`src/rtl/pid_ctrl_param.sv`:
```
// Parameterised PID heading controller: 2-stage pipeline from heading error/forward speed to saturated
// left/right speed commands. Define PID_ANTIWINDUP_EN to freeze the integrator while driving into saturation.
module pid_ctrl_param #(
  parameter int ERR_W   = 12,
  parameter int FRWRD_W = 10,
  parameter int SPD_W   = 11,
  parameter int P_COEF  = 4,
  parameter int D_COEF  = 2,
  parameter int I_W     = 15,
  parameter int I_SHIFT = 4,
  parameter int D_DEPTH = 2
) (
  input  logic                     clk,
  input  logic                     rst,
  input  logic                     moving,
  input  logic                     err_vld,
  input  logic signed [ERR_W-1:0]  error,
  input  logic [FRWRD_W-1:0]       frwrd,
  output logic signed [SPD_W-1:0]  lft_spd,
  output logic signed [SPD_W-1:0]  rght_spd,
  output logic                     out_vld,
  output logic                     sat
);

  localparam int PID_W = 17;
  localparam int SUM_W = ((FRWRD_W + 1 > PID_W) ? FRWRD_W + 1 : PID_W) + 1;
  localparam int IS_W  = I_W + 1;

  localparam logic signed [4:0]       P_C     = 5'(P_COEF);
  localparam logic signed [3:0]       D_C     = 4'(D_COEF);
  localparam logic signed [ERR_W-1:0] ERR_MAX = ERR_W'(511);
  localparam logic signed [ERR_W-1:0] ERR_MIN = ERR_W'(-512);
  localparam logic signed [SUM_W-1:0] SPD_MAX = SUM_W'((2 ** (SPD_W - 1)) - 1);
  localparam logic signed [SUM_W-1:0] SPD_MIN = SUM_W'(-(2 ** (SPD_W - 1)));

  logic signed [9:0]       err_sat;
  logic signed [9:0]       hist [D_DEPTH];
  logic signed [I_W-1:0]   integ;
  logic signed [I_W:0]     integ_sum;
  logic                    integ_ovf;
  logic                    integ_en;
  logic signed [10:0]      d_diff;
  logic signed [7:0]       d_sat;
  logic signed [15:0]      p_next;
  logic signed [15:0]      s1_p;
  logic signed [11:0]      d_next;
  logic signed [11:0]      s1_d;
  logic [FRWRD_W-1:0]      s1_frwrd;
  logic                    s1_vld;
  logic signed [PID_W-1:0] i_term;
  logic signed [PID_W-1:0] pid;
  logic signed [SUM_W-1:0] lft_sum;
  logic signed [SUM_W-1:0] rght_sum;
  logic signed [SPD_W-1:0] lft_next;
  logic signed [SPD_W-1:0] rght_next;
  logic                    lft_clamp;
  logic                    rght_clamp;
`ifdef PID_ANTIWINDUP_EN
  logic                    sat_dir;
`endif

  // Stage-1 arithmetic: clamp the error, then form P, D and the candidate integrator value.
  // NOTE: every always_comb output gets a default first so no path leaves it unassigned (no latch).
  always_comb begin
    err_sat = error[9:0];
    if (error > ERR_MAX)      err_sat = 10'h1FF;
    else if (error < ERR_MIN) err_sat = 10'h200;

    p_next = 16'(err_sat) * 16'(P_C);

    integ_sum = IS_W'(integ) + IS_W'(err_sat);
    integ_ovf = integ_sum[I_W] != integ_sum[I_W-1];

    d_diff = 11'(err_sat) - 11'(hist[D_DEPTH-1]);
    d_sat  = d_diff[7:0];
    if (d_diff > 11'sd127)       d_sat = 8'h7F;
    else if (d_diff < -11'sd128) d_sat = 8'h80;
    d_next = 12'(d_sat) * 12'(D_C);

`ifdef PID_ANTIWINDUP_EN
    // Stop winding further in the direction the output is already pinned.
    integ_en = !integ_ovf && !(sat && (err_sat[9] == sat_dir));
`else
    integ_en = !integ_ovf;
`endif
  end

  // Stage-2 arithmetic: sum the terms, mix with forward speed and clamp each side.
  always_comb begin
    i_term   = PID_W'(integ >>> I_SHIFT);
    pid      = PID_W'(s1_p) + i_term + PID_W'(s1_d);
    lft_sum  = SUM_W'($signed({1'b0, s1_frwrd})) + SUM_W'(pid);
    rght_sum = SUM_W'($signed({1'b0, s1_frwrd})) - SUM_W'(pid);

    lft_clamp  = (lft_sum > SPD_MAX) || (lft_sum < SPD_MIN);
    rght_clamp = (rght_sum > SPD_MAX) || (rght_sum < SPD_MIN);

    lft_next = lft_sum[SPD_W-1:0];
    if (lft_sum > SPD_MAX)      lft_next = SPD_MAX[SPD_W-1:0];
    else if (lft_sum < SPD_MIN) lft_next = SPD_MIN[SPD_W-1:0];

    rght_next = rght_sum[SPD_W-1:0];
    if (rght_sum > SPD_MAX)      rght_next = SPD_MAX[SPD_W-1:0];
    else if (rght_sum < SPD_MIN) rght_next = SPD_MIN[SPD_W-1:0];
  end

  // NOTE: the history shift register is reset along with the rest, because a stale sample would
  // corrupt the first derivative after reset or after the robot stops.
  always_ff @(posedge clk) begin
    if (rst || !moving) begin
      integ    <= '0;
      s1_vld   <= 1'b0;
      s1_p     <= '0;
      s1_d     <= '0;
      s1_frwrd <= '0;
      lft_spd  <= '0;
      rght_spd <= '0;
      out_vld  <= 1'b0;
      sat      <= 1'b0;
`ifdef PID_ANTIWINDUP_EN
      sat_dir  <= 1'b0;
`endif
      for (int i = 0; i < D_DEPTH; i++) hist[i] <= '0;
    end else begin
      // NOTE: state registers use non-blocking assignment so every stage samples pre-edge values.
      s1_vld  <= err_vld;
      out_vld <= s1_vld;
      if (err_vld) begin
        s1_p     <= p_next;
        s1_d     <= d_next;
        s1_frwrd <= frwrd;
        if (integ_en) integ <= integ_sum[I_W-1:0];
        hist[0] <= err_sat;
        for (int i = 1; i < D_DEPTH; i++) hist[i] <= hist[i-1];
      end
      if (s1_vld) begin
        lft_spd  <= lft_next;
        rght_spd <= rght_next;
        sat      <= lft_clamp || rght_clamp;
`ifdef PID_ANTIWINDUP_EN
        sat_dir  <= pid[PID_W-1];
`endif
      end
    end
  end

endmodule

```
`config.mk`:
```
export PLATFORM = sky130hd
export DESIGN_NAME = pid_ctrl_param
export DESIGN_NICKNAME = d
export VERILOG_FILES = /design/src/rtl/pid_ctrl_param.sv
export SDC_FILE = /design/constraint.sdc
export NUM_CORES = 1
export LEC_CHECK = 0
export CORE_ASPECT_RATIO = 0.5
export CORE_MARGIN = 2
export CORE_UTILIZATION = 45
export DETAILED_ROUTE_END_ITERATION = 8
export PLACE_DENSITY_LB_ADDON = 0.12
export SYNTH_ARGS = -nofsm -noshare
export SYNTH_HDL_FRONTEND = slang
export SYNTH_SLANG_ARGS = --single-unit
```
`constraint.sdc`:
```
create_clock -name clk -period 4.2 [get_ports clk]
set_input_delay 1.26 -clock clk [delete_from_list [all_inputs] [get_ports clk]]
set_output_delay 1.26 -clock clk [all_outputs]
set_load 0.02 [all_outputs]
```
Word-level counts from Yosys, hierarchy flattened:

Memories as Yosys holds them, arrays and structs flattened.
Cells that the tools add are included.
W data, S select, Z words.

* register bits: 68
* memory bits (writable): 20
* output and inout bits: 24
* logic and storage cells: 49
* memories kept: 1

* add/sub/neg operators: 6
* $lt $le $gt $ge: 8
* equal/unequal tests: 1
* muxes and demuxes: 15
* bitwise gates (word level): 3
* reductions and logical operators: 6

Memories
* hist: depth 2, bits a word 10, read ports 2, clocked after memory_dff 0, wr ports 2, line 37 `logic signed [9:0] hist [D_DEPTH];`

Operators with widths (number)
* $mux W11: 4
* $mux W10: 4
* $gt A15 B11 Y1 const B: 2
* $lt A15 B11 Y1 const B: 2
* $add A15 B10 Y16: 1
* $mux W8: 2
* $add A11 B14 Y15: 1
* $sub A11 B14 Y15: 1
* $add A13 B9 Y14: 1
* $add A12 B11 Y13: 1
* $gt A12 B10 Y1 const B: 1
* $lt A12 B10 Y1 const B: 1
* $gt A11 B8 Y1 const B: 1
* $lt A11 B8 Y1 const B: 1
* $sub A10 B10 Y11: 1
* $mux W1: 5
* $logic_or A1 B1 Y1: 4
* $or A1 B1 Y1: 2
* $reduce_and A2 Y1: 1
* $logic_not A1 Y1: 1
* $ne A1 B1 Y1: 1
* $not A1 Y1: 1

Longest topological paths before layout:

* depth after elaboration: 7
* mapped depth: 21

Worst setup path before layout:

No wires, ideal clock.

* path type: register to register
* start: register integ[8]
* end: register rght_spd[1]
* setup time: 119 ps
* data arrival time: 4273 ps
* data required time: 4081 ps
* path slack: -192 ps
* cell stages (with the launch flop): 18
* buffers on the path: 1
* period minus slack after synthesis: 4392 ps
* cell sequence: dfxtp_1 > inv_1 > fa_1 > inv_1 > ha_1 > and3_1 > a221o_1 > or2_2 > xor2_1 > ha_1 > inv_1 > a21oi_1 > o41ai_1 > mux2_2 > o41ai_2 > nand3_1 > buf_4 > o221a_2

* word-level cells in the longest chain between the ends: 6
* elaborated cells on any way between the ends: 7

RTL lines
* start, declared: line 38 `logic signed [I_W-1:0] integ;`
* start signal, assigned: line 132 `if (integ_en) integ <= integ_sum[I_W-1:0];`
* $add A12 B11 Y13 *: line 91 `pid = PID_W'(s1_p) + i_term + PID_W'(s1_d);`
* $add A13 B9 Y14 *: line 91
* $sub A11 B14 Y15 *: line 93 `rght_sum = SUM_W'($signed({1'b0, s1_frwrd})) - SUM_W'(pid);`
* $lt A15 B11 Y1: line 104 `else if (rght_sum < SPD_MIN) rght_next = SPD_MIN[SPD_W-1:0];`
* $mux W11: line 104
* $mux W11 *: line 103 `if (rght_sum > SPD_MAX) rght_next = SPD_MAX[SPD_W-1:0];`
* end signal, assigned: line 138 `rght_spd <= rght_next;`
* end, declared: line 20 `output logic signed [SPD_W-1:0] rght_spd,`

Every way passes the cells marked *; elsewhere a longest branch is shown, timed or not.
A chain may end at the register's enable or synchronous reset.

Final worst setup path:

* start: register s1_p[3]
* end: register rght_spd[5]

* word-level cells in the longest chain between the ends: 6
* elaborated cells on any way between the ends: 7

RTL lines
* start, declared: line 45 `logic signed [15:0] s1_p;`
* start signal, assigned: line 129 `s1_p <= p_next;`
* $add A12 B11 Y13 *: line 91
* $add A13 B9 Y14 *: line 91
* $sub A11 B14 Y15 *: line 93
* $lt A15 B11 Y1: line 104
* $mux W11: line 104
* $mux W11 *: line 103

Marked as above.

==> summary.md <==
The maximum operating frequency came out at 0.219 GHz. A synthesized cell averages 8.72 µm². The vertical die dimension is 87.9 µm, and the x dimension of the die is 172 µm. Setup repair after global routing could not meet its margin everywhere.

The layout overhead on the synthesized area is 37.1%, and the count of state elements after synthesis is 88. TritonCTS built the clock tree. STA puts the critical path data required time at 4.43 ns. Clock-pin slew was measured on the worst setup and hold paths at 0.07 ns. Synthesis produced a netlist with a net count of 824. In this run, distinct cell masters in the synthesized netlist total 74.

The number of iterations in the first detailed-routing pass is 5, and the number of buffers inserted by port buffering is 49. Detailed placement HPWL: 12000 µm. The tools report the maximum clock path buffer count as 2. The worst stage delay on the critical path came out at 0.58 ns. The tools report the master cell of the clock root buffer as clkbuf_16. In this run the static leakage power is 4.01 nW. Setup slack on the worst reg-to-reg path comes out at -0.37 ns. The met3 track demand over resource in global routing is 4.29%, and the max-slew headroom at the worst pin is 27.2%. The top-level I/O count is 50, and the fraction of synthesis flops using an asynchronous set or reset pin is 0%.

The worst setup path category is flip-flop to flip-flop. The placed instances occupy a cell area of 7730 µm². The worst-case setup margin in the final layout came out at -0.375 ns. After routing, the total negative slack on setup checks comes to -4.83 ns. The count of nets left with antenna violations once routing finished came out at 0. In the final routed layout, each cell accounts on average for 15.6 µm. The post-route netlist has 26.4% of its cells at a drive strength greater than 1. The checks that failed: setup timing.

The logs give 0 for the final hold violation count and 16700 µm for the wire length after detailed routing. The worst-case clock skew came out at 0.00905 ns. Worst slack at placement: -0.715 ns. The weighted congestion reported at the end of routability-driven placement was 0.884; the total inserted antenna cells was 0. The number of global-route vias before repair came out at 5439. Across the run, the number of max-cap violations was 0. The clock period minus worst slack was 4.57 ns. The net count of the finished layout is 973.

The tools report the startpoint of the lowest-slack register-to-register path as s1_p[3]$_SDFFE_PP0P_. The tools report the DRC marker count from the first detailed-route iteration as 242. The run gives 88 as the number of clock sinks. For this run, the leading register cell type out of synthesis is dfxtp_1. The startpoint identified for the worst hold timing path is s1_d[3]$_SDFFE_PP0P_.

For the sequential area share after synthesis, the log shows 31.0%. In this run the number of H-tree levels came out at 3. For this run the aggregate overflow at the end of global routing stands at 0. In this run, synthesis inferred 20 flip-flops with an integrated enable. The path category of the worst min-delay check is flip-flop to flip-flop. In this run the worst setup path terminates at rght_spd[5]$_SDFFE_PP0P_. The die covers 15100 µm². Using the TritonRoute via totals, the vias-per-cell ratio works out to 5.36.

In this run the worst setup path begins at s1_p[3]$_SDFFE_PP0P_. The count of unresolved DRC violations after routing was 0; the power density relative to cell area was 354 nW/µm². Startpoint kind of the worst setup timing path: a flip-flop.

VDD sags by at most 207 µV. For the placement row count, the log shows 30. The number of buffers created by CTS came out at 9. The endpoint identified for the worst register-to-register timing path is rght_spd[5]$_SDFFE_PP0P_. Once layout is done, the placed cells without fillers occupy 8680 µm². The tools report the core outline area as 13600 µm². The first global-routing pass estimated 26600 µm of wire. The minimum hold slack was 0.465 ns; the number of failing setup endpoints in the final timing report was 20.

The critical path goes through fa_1 -> buf_4 -> inv_2 -> fa_2 -> buf_4 -> xnor2_1 -> ha_1 -> a221oi_1 -> nor3b_2 -> o41ai_4 -> mux2_4 -> o41ai_4 -> nand3_2 -> buf_6 -> o221a_4. The number of warnings reported in the yosys synthesis log was 0; the routed via count was 5742. For the pin with the worst max-slew slack, the measured transition is 1.09 ns. The worst setup path is captured at a flip-flop. Data arrives at the worst endpoint at 4.81 ns.

Fill cells in the final layout number 1174. The flow ran to the end, but the final reports show violations. The worst path uses 109% of the clock period. In the global route stage, met1 resource usage came out at 30.5%. Across every metal layer, demand over resource in global routing totals 22.5%. After synthesis the cells add up to 6330 µm². Once the floorplan was initialized, standard cells occupied 46.5% of the core.

For this run, global-route usage on met2 was measured as 37.8%. Number of antenna violations at the first check in global routing: 0. In the synthesized netlist, the number of instances is 726. Entering global routing, the biggest net connects 54 pins. met2 is the most crowded layer. The tools report the count of pins over their slew limit as 0. The slowest stage of the critical path is the fa_1 cell. The cell count of the worst reg-to-reg path was 15.

Of all nets on the critical path, the largest fanout is 6. For the insertion delay to the later sink of the worst-skew pair, the log shows 0.34 ns.
[area by class of cell]
cell class	count	area [µm²]	share of cell area [%]
clock inverter	6	115	1.33
sequential	88	1980	22.8
timing repair buffer	170	1490	17.2
multi-input combinational	534	4340	50.0
inverter	72	273	3.14
tap	192	240	2.77
clock buffer	10	239	2.75
[per-layer routing]
layer / up-vias / share of wire, %
met2: 135 / 45
met3: 13 / 4.7
met1: 2723 / 49
met4: 0 / 1.0
li1: 2871 / -
met5: - / 0
[cells in the final DEF, fill, tap and decap left out, drive strengths merged, types with 20 or more instances in the layout]
cell | Yosys | layout
edfxtp | 20 | 20
o21ai | 47 | 47
nor2 | 75 | 75
ha | 57 | 57
buf | 8 | 122
dfxtp | 68 | 68
nand2 | 46 | 46
clkdlybuf4s50 | 0 | 45
a21oi | 54 | 54
xnor2 | 32 | 32
inv | 72 | 73
[flip-flops by register name, indices dropped and copies added, names as in the netlist]
signal,cells
out_vld,1
s1_p,10
lft_spd,11
integ,15
s1_vld,1
s1_d,8
sat,1
s1_frwrd,10
rght_spd,11
hist,20
[cells in the mapped netlist, drive strengths merged, types with 16 or more instances]
| master | number | area share (%) |
|---|---|---|
| xnor2 | 32 | 4.5 |
| clkbuf | 24 | 1.4 |
| a21o | 19 | 2.3 |
| o21ai | 47 | 3.8 |
| nand3 | 16 | 1.3 |
| a21oi | 54 | 4.7 |
| inv | 72 | 4.3 |
| dfxtp | 68 | 22 |
| nand2 | 46 | 2.7 |
| edfxtp | 20 | 9.5 |
| nor2 | 75 | 4.4 |
| ha | 57 | 11 |
[stage by stage]
step | total power (W) | utilization (%) | cells
final | 0.00307 | 63.7 | 1072
after global routing | 0.00323 | 63.7 | 1072
after CTS | 0.00299 | 62.1 | 1068
after detailed placement | 0.00194 | 56.7 | 1034
after global placement | 0.00193 | 56.7 | 1034
after floorplan | 0.00160 | - | 726
[worst max-delay path: cells and delay by family (launching register included)]
family | cells | cell delay, ns
AOI/OAI and AO/OA | 4 | 1.47
adders and majority gates | 3 | 1.25
buffers and inverters | 4 | 0.52
DFF | 1 | 0.36
muxes | 1 | 0.35
and+or+nand+nor | 2 | 0.32
xor gates and xnor gates | 1 | 0.18
[repair_timing]
action                                  in CTS  in global routing
hold buffers                                 0                  0
setup buffers                               15                  4
endpoints found under the setup margin      43                 44
pin swaps                                   29                 34
gates resized for setup                     65                 36
cloned                                       3                  0
[report_power, final]
group | internal, W | switching (W)
combinational | 0.000559 | 0.000618
clock | 0.000601 | 0.000355
sequential | 0.000905 | 0.0000315
total | 0.00207 | 0.00101
[cell families (layout without fill, tap and decap cells)]
family	after synthesis	count (layout)	share of synthesized area, %
XOR/XNOR	40	40	5.77
multiplexers	14	14	2.25
flip-flops	88	88	31.0
buffers and inverters	104	258	6.46
AO/OA/AOI/OAI	207	207	23.5
adder cells (fa/ha/maj)	72	72	16.0
AND/OR/NAND/NOR	201	201	15.0
[worst min-delay path by stage]
stage / cells past startpoint / to / slack [ns]
floorplan: 2 / s1_d[2]$_SDFFE_PP0P_ / 0.43
global placement: 2 / rght_spd[10]$_SDFFE_PP0P_ / 0.45
detailed placement: 2 / lft_spd[0]$_SDFFE_PP0P_ / 0.46
CTS: 2 / s1_d[2]$_SDFFE_PP0P_ / 0.47
global route: 2 / s1_d[2]$_SDFFE_PP0P_ / 0.49
finish: 2 / s1_d[3]$_SDFFE_PP0P_ / 0.46
No activity file was read; power rests on OpenSTA's default activity.
